`src/rtl/evaluador_ganador.sv`:
```
// -----------------------------------------------------------------------------
// evaluador_ganador
//   Sequential tic-tac-toe result evaluator. On a start request it captures the
//   board and then scans the 8 winning lines, one per clock. The scan stops at
//   the first winning line. If no line wins, it checks whether the board is full
//   (a draw). Results are registered and held for the VGA text selector until
//   the next accepted start or reset.
//
//   Optional build macro: WIN_LINE_EN adds the `linea` output, which carries
//   the index of the winning line.
//
// Ports
//   clk      in   system clock
//   rst      in   synchronous, active-high reset
//   start    in   evaluation request (sampled only while idle)
//   tablero  in   [17:0] board, cell i = row*3+col at bits [2i+1:2i]
//                 (0 = empty, 1/2 = player codes, 3 = invalid -> empty)
//   busy     out  high while scanning lines or checking for a full board
//   done     out  one-cycle pulse when results update
//   gano     out  a player completed a line
//   empate   out  board full with no winner
//   ganador  out  [1:0] 0 = none, 1 = player 1, 2 = player 2
//   linea    out  [2:0] winning line index (WIN_LINE_EN only)
// -----------------------------------------------------------------------------
module evaluador_ganador #(
  parameter logic [1:0] PLAYER1_CODE = 2'd1,
  parameter logic [1:0] PLAYER2_CODE = 2'd2
) (
  input  logic        clk,
  input  logic        rst,
  input  logic        start,
  input  logic [17:0] tablero,
  output logic        busy,
  output logic        done,
  output logic        gano,
  output logic        empate,
  output logic [1:0]  ganador
`ifdef WIN_LINE_EN
  ,
  output logic [2:0]  linea
`endif
);

  typedef enum logic [1:0] {S_IDLE, S_CHECK, S_FULLCHK, S_DONE} state_t;

  // Cell indices of each line, 4 bits per cell, 12 bits per line, line 0 in
  // the LSBs: rows, then columns, then diagonal and anti-diagonal.
  localparam logic [95:0] LINE_CELLS = {
    4'd6, 4'd4, 4'd2,   // 7: anti-diagonal
    4'd8, 4'd4, 4'd0,   // 6: diagonal
    4'd8, 4'd5, 4'd2,   // 5: col2
    4'd7, 4'd4, 4'd1,   // 4: col1
    4'd6, 4'd3, 4'd0,   // 3: col0
    4'd8, 4'd7, 4'd6,   // 2: row2
    4'd5, 4'd4, 4'd3,   // 1: row1
    4'd2, 4'd1, 4'd0    // 0: row0
  };

  state_t      r_state;
  state_t      w_state_next;
  logic [17:0] r_tablero;
  logic [2:0]  r_idx;
  logic        r_gano;
  logic        r_empate;
  logic [1:0]  r_ganador;
`ifdef WIN_LINE_EN
  logic [2:0]  r_linea;
`endif

  logic [1:0]  w_cell [9];
  logic [8:0]  w_occupied;
  logic [7:0]  w_win_p1;
  logic [7:0]  w_win_p2;
  logic        w_line_p1;
  logic        w_line_p2;
  logic        w_line_win;
  logic        w_full;

  // Unpack the captured board. Code 3 matches neither player, so it counts as
  // empty for both the line check and the full-board check.
  for (genvar gi = 0; gi < 9; gi++) begin : g_cell
    assign w_cell[gi]     = r_tablero[2*gi +: 2];
    assign w_occupied[gi] = (w_cell[gi] == PLAYER1_CODE) ||
                            (w_cell[gi] == PLAYER2_CODE);
  end

  for (genvar gi = 0; gi < 8; gi++) begin : g_line
    localparam int C0 = int'(LINE_CELLS[gi*12 + 0 +: 4]);
    localparam int C1 = int'(LINE_CELLS[gi*12 + 4 +: 4]);
    localparam int C2 = int'(LINE_CELLS[gi*12 + 8 +: 4]);
    assign w_win_p1[gi] = (w_cell[C0] == PLAYER1_CODE) &&
                          (w_cell[C1] == PLAYER1_CODE) &&
                          (w_cell[C2] == PLAYER1_CODE);
    assign w_win_p2[gi] = (w_cell[C0] == PLAYER2_CODE) &&
                          (w_cell[C1] == PLAYER2_CODE) &&
                          (w_cell[C2] == PLAYER2_CODE);
  end

  // Only the line selected by the scan index is considered each cycle.
  assign w_line_p1  = w_win_p1[r_idx];
  assign w_line_p2  = w_win_p2[r_idx];
  assign w_line_win = w_line_p1 || w_line_p2;
  assign w_full     = &w_occupied;

  always_comb begin
    w_state_next = r_state;
    case (r_state)
      S_IDLE:    if (start) w_state_next = S_CHECK;
      S_CHECK: begin
        if (w_line_win)          w_state_next = S_DONE;
        else if (r_idx == 3'd7)  w_state_next = S_FULLCHK;
      end
      S_FULLCHK: w_state_next = S_DONE;
      S_DONE:    w_state_next = S_IDLE;
      default:   w_state_next = S_IDLE;
    endcase
  end

  always_ff @(posedge clk) begin
    if (rst) begin
      r_state   <= S_IDLE;
      r_tablero <= '0;
      r_idx     <= '0;
      r_gano    <= 1'b0;
      r_empate  <= 1'b0;
      r_ganador <= 2'd0;
`ifdef WIN_LINE_EN
      r_linea   <= 3'd0;
`endif
    end else begin
      r_state <= w_state_next;
      case (r_state)
        S_IDLE: begin
          if (start) begin
            r_tablero <= tablero;
            r_idx     <= 3'd0;
            r_gano    <= 1'b0;
            r_empate  <= 1'b0;
            r_ganador <= 2'd0;
`ifdef WIN_LINE_EN
            r_linea   <= 3'd0;
`endif
          end
        end
        S_CHECK: begin
          if (w_line_win) begin
            r_gano    <= 1'b1;
            // Player 1 takes precedence only if both codes were configured equal.
            r_ganador <= w_line_p1 ? 2'd1 : 2'd2;
`ifdef WIN_LINE_EN
            r_linea   <= r_idx;
`endif
          end else if (r_idx != 3'd7) begin
            r_idx <= r_idx + 3'd1;
          end
        end
        S_FULLCHK: begin
          r_empate  <= w_full;
          r_gano    <= 1'b0;
          r_ganador <= 2'd0;
        end
        default: ;
      endcase
    end
  end

  // Status outputs decode the state register directly, so they remain free of
  // any combinational path from the inputs.
  assign busy    = (r_state == S_CHECK) || (r_state == S_FULLCHK);
  assign done    = (r_state == S_DONE);
  assign gano    = r_gano;
  assign empate  = r_empate;
  assign ganador = r_ganador;
`ifdef WIN_LINE_EN
  assign linea   = r_linea;
`endif

endmodule

```
`config.mk`:
```
export PLATFORM = sky130hd
export DESIGN_NAME = evaluador_ganador
export DESIGN_NICKNAME = d
export VERILOG_FILES = /design/src/rtl/evaluador_ganador.sv
export SDC_FILE = /design/constraint.sdc
export NUM_CORES = 1
export LEC_CHECK = 0
export ABC_AREA = 0
export ABC_CLOCK_PERIOD_IN_PS = 1620
export BUFFER_PORTS_ARGS = -buffer_cell sky130_fd_sc_hd__buf_2
export CORE_MARGIN = 2
export CORE_UTILIZATION = 35
export DETAILED_ROUTE_END_ITERATION = 10
export PLACE_DENSITY = 0.61
export REMOVE_ABC_BUFFERS = 1
export SLEW_MARGIN = 5
export SYNTH_ARGS = -nofsm -noshare
export SYNTH_HDL_FRONTEND = slang
export SYNTH_SLANG_ARGS = --single-unit
export TNS_END_PERCENT = 10
```
`constraint.sdc`:
```
create_clock -name clk -period 1.62 [get_ports clk]
set_input_delay 0 -clock clk [delete_from_list [all_inputs] [get_ports clk]]
set_output_delay 0 -clock clk [all_outputs]
set_load 0.005 [all_outputs]
```
==> key figures <==
Status
  – Status: complete, but fails checks
  – Failing checks: setup timing

Routing
  – Post-route ant nets: 0
  – Vias per cell: 5.25
  – Final wirelength: 5800 um
  – DR iter-0 viols: about 130
  – Routed vias: between 2000 and 2500
  – Routed wire per std cell: between 10 and 15 um
  – DRC Markers: 0
  – DR pass1 iterations: 4

Worst setup path
  – CP Launch Type: register
  – Worst setup path class: reg2reg
  – CP Cell Sequence: inv_4 > ha_4 > nand3_4 > nand3_2 > a211o_1 > a31oi_4 > mux2_4
  – CP Capture Type: register
  – Reg2Reg Launch Point: r_tablero[9]
  – Stages on worst setup path: 7
  – CP delay by family, top: compound AO/OA/AOI/OAI gates
  – Worst reg2reg setup slack: -0.11 ns
  – Reg2reg path depth: 7
  – Worst path slowest cell: dfxtp_4
  – WP data required: 1.79 ns
  – Worst-path maximum fanout: 4
  – Slowest stage delay, CP: between 0.3 and 0.4 ns
  – CP bufs+invs: 1
  – Worst Setup SP: r_tablero[9]
  – Worst endpoint data arrival time: about 1.9 ns
  – RR Endpoint: r_idx[1]
  – Worst setup path end: r_idx[1]

STA
  – Final Setup Violations: 7
  – Final Hold Fails: 0
  – Final period utilization: 1.07
  – Final min period: 1.73 ns
  – Skew final: 0.00529 ns
  – Setup TNS: -0.360 ns
  – Least-Margin Pin Slew: 0.416 ns
  – Hold_ws: 0.141 ns
  – Max Freq: 0.578 GHz
  – Slew HR: 0.720
  – Max-slew violations: 0
  – Final WS setup: -0.112 ns
  – RSZ-0062 raised after global routing: true

Cells and area
  – Inserted Diodes: 0
  – Post-layout instance area: 3020 sq um
  – Fill cells: 456
  – Share of cells above drive strength 1: 0.470
  – Most common cell after layout, fill and taps aside: nand2_1
  – Area Overhead vs Synth: 60.2%
  – Most frequent cells in the layout: nand2_1 (42), buf_4 (40), buf_2 (26)
  – Fin nets: 374

GRT
  – Pin count of the biggest net entering global routing: 23
  – Initial antenna violation count: 0
  – Vias in the first global route: just over 2000
  – First-pass GRT wire length: 9400 um
  – Overflow after GRT: 0
  – Total track usage: 0.194

Min path
  – Hold Path Class: in2reg

Synthesis
  – Synthesis-stage register bit count: 27
  – Synth warn: 0
  – Seq/Total Area, Yosys: 0.287
  – Synthesized area: 1880 sq um
  – Syn avg cell area: between 7 and 8 sq um
  – Cells after synthesis: 243
  – Library cells used by synthesis: 46

Floorplanning
  – IO Count: 27
  – Core ar.: 5140 sq um
  – Std cell rows: 26
  – Initial core utilization: 0.366
  – Die X: just under 80 um
  – Die area: 5980 sq um
  – Die height: 77.3 um

Placed design
  – Placer Congestion: 0.908
  – Port bufs: 26
  – DPL Wire Length: 3930 um
  – Cell Area, Placed: between 2000 and 2500 sq um

CTS
  – CTS tree: yes
  – Clock root cell: clkbuf_8
  – Clock Path Buffers: 2
  – Num CTS Buffers: 3
  – Clock Latency Late Sink: about 0.28 ns
  – Clock Sinks: 27
  – H-tree depth: 1
  – Clock-pin transition on the worst setup and hold timing paths: around 0.1 ns

Power and ir drop
  – P per Cell Area: 929 nW/um^2
  – Pleak: 1.20 nW
  – Worst VDD drop: around 490 uV

Flow run
  – Max-Cap Viols: 0
==> what timing repair did <==
item | CTS | global route
hold buffers | 18 | 0
pin swaps | 13 | 16
buffers inserted | 10 | 3
gates resized for setup | 65 | 44
endpoints found under the setup margin | 8 | 9
hold endpoints to repair | 18 | 0
==> layout make-up <==
| type | count | area [sq um] | share of cell area |
|---|---|---|---|
| multi-input cells | 180 | 1480 | 0.489 |
| repair buffers | 92 | 709 | 0.235 |
| flip-flops and latches | 27 | 592 | 0.196 |
| inverters | 25 | 106 | 0.0353 |
| well taps | 70 | 87.6 | 0.0290 |
| clock buffers | 4 | 45.0 | 0.0149 |
==> cell families after synthesis <==
logic type                 count (synthesis)  synth area share
DFF                                       27             0.287
buffers and inverters                     36            0.0791
adders and majority gates                 24             0.160
AOI/OAI and AO/OA                         51             0.184
muxes                                      2            0.0133
and+or+nand+nor                          103             0.277
==> power breakdown <==
part           internal, mW  total, mW  switching, mW  leakage (nW)
clock network         0.177      0.396          0.219        0.0228
logic                 0.722       1.52          0.793         0.943
registers             0.784      0.891          0.107         0.232
==> state kept, by name, indices dropped and copies added, names as in the netlist <==
register,flops
empate,1
ganador,2
gano,1
r_idx,3
r_state,2
r_tablero,18
==> synthesized netlist by cell type, drive strengths merged <==
cell type	count	area, sq um
a211o	1	8.76
or3	2	12.5
ha	24	300
nand4b	5	43.8
o22ai	2	12.5
nor3	3	15.0
a31oi	2	27.5
nand4	10	62.6
clkbuf	7	27.5
nand3b	1	20.0
and3	1	6.26
o211ai	3	22.5
o311ai	2	17.5
nand3	18	90.1
o31ai	1	7.51
nor2b	2	12.5
and2	2	12.5
a211oi	3	22.5
o2bb2ai	1	8.76
a32oi	2	17.5
mux2i	1	10.0
a311oi	2	17.5
inv	25	93.8
nor4	4	25.0
mux2	1	15.0
or4	1	7.51
a21boi	1	7.51
o21ai	3	15.0
a21oi	23	115
nor3b	1	7.51
o211a	1	10.0
a21o	1	7.51
nand2	42	158
dfxtp	27	541
nand2b	3	18.8
o22a	1	10.0
o2111ai	1	8.76
a41oi	1	8.76
nor2	8	30.0
buf	4	27.5
==> stage by stage <==
step	instances	utilization	power, mW	setup slack (ns)
after floorplan	232	-	1.51	-0.245
after global placement	363	0.449	2.06	-0.243
after detailed placement	363	0.449	2.06	-0.269
after CTS	395	0.547	2.68	-0.0834
after global routing	398	0.587	3.00	-0.184
final	398	0.587	2.80	-0.112
==> worst reg2reg max path, stage by stage (launching register included) <==
cell and delay, ns:
dfxtp_4 0.39, inv_4 0.04, ha_4 0.17, nand3_4 0.08, nand3_2 0.10, a211o_1 0.36
a31oi_4 0.17, mux2_4 0.31
==> layer usage <==
layer / up-vias / share of wire / GRT usage
met5: - / 0 / 0
met4: 0 / 0.022 / 0.0696
met3: 12 / 0.039 / 0.0235
met2: 60 / 0.49 / 0.341
met1: 977 / 0.45 / 0.242
li1: 1039 / - / -
==> worst min-delay path by stage <==
stage	startpoint	end	slack [ns]	cells after the start
4_1_cts	start	r_idx[0]	0.14	3
3_5_place_dp	tablero[3]	r_tablero[3]	0.25	3
5_1_grt	rst	r_idx[0]	0.16	3
2_1_floorplan	rst	empate	0.07	1
6_report	start	r_idx[0]	0.14	3
3_3_place_gp	tablero[7]	r_tablero[7]	0.24	3
Power figures use the tool's default switching activity.
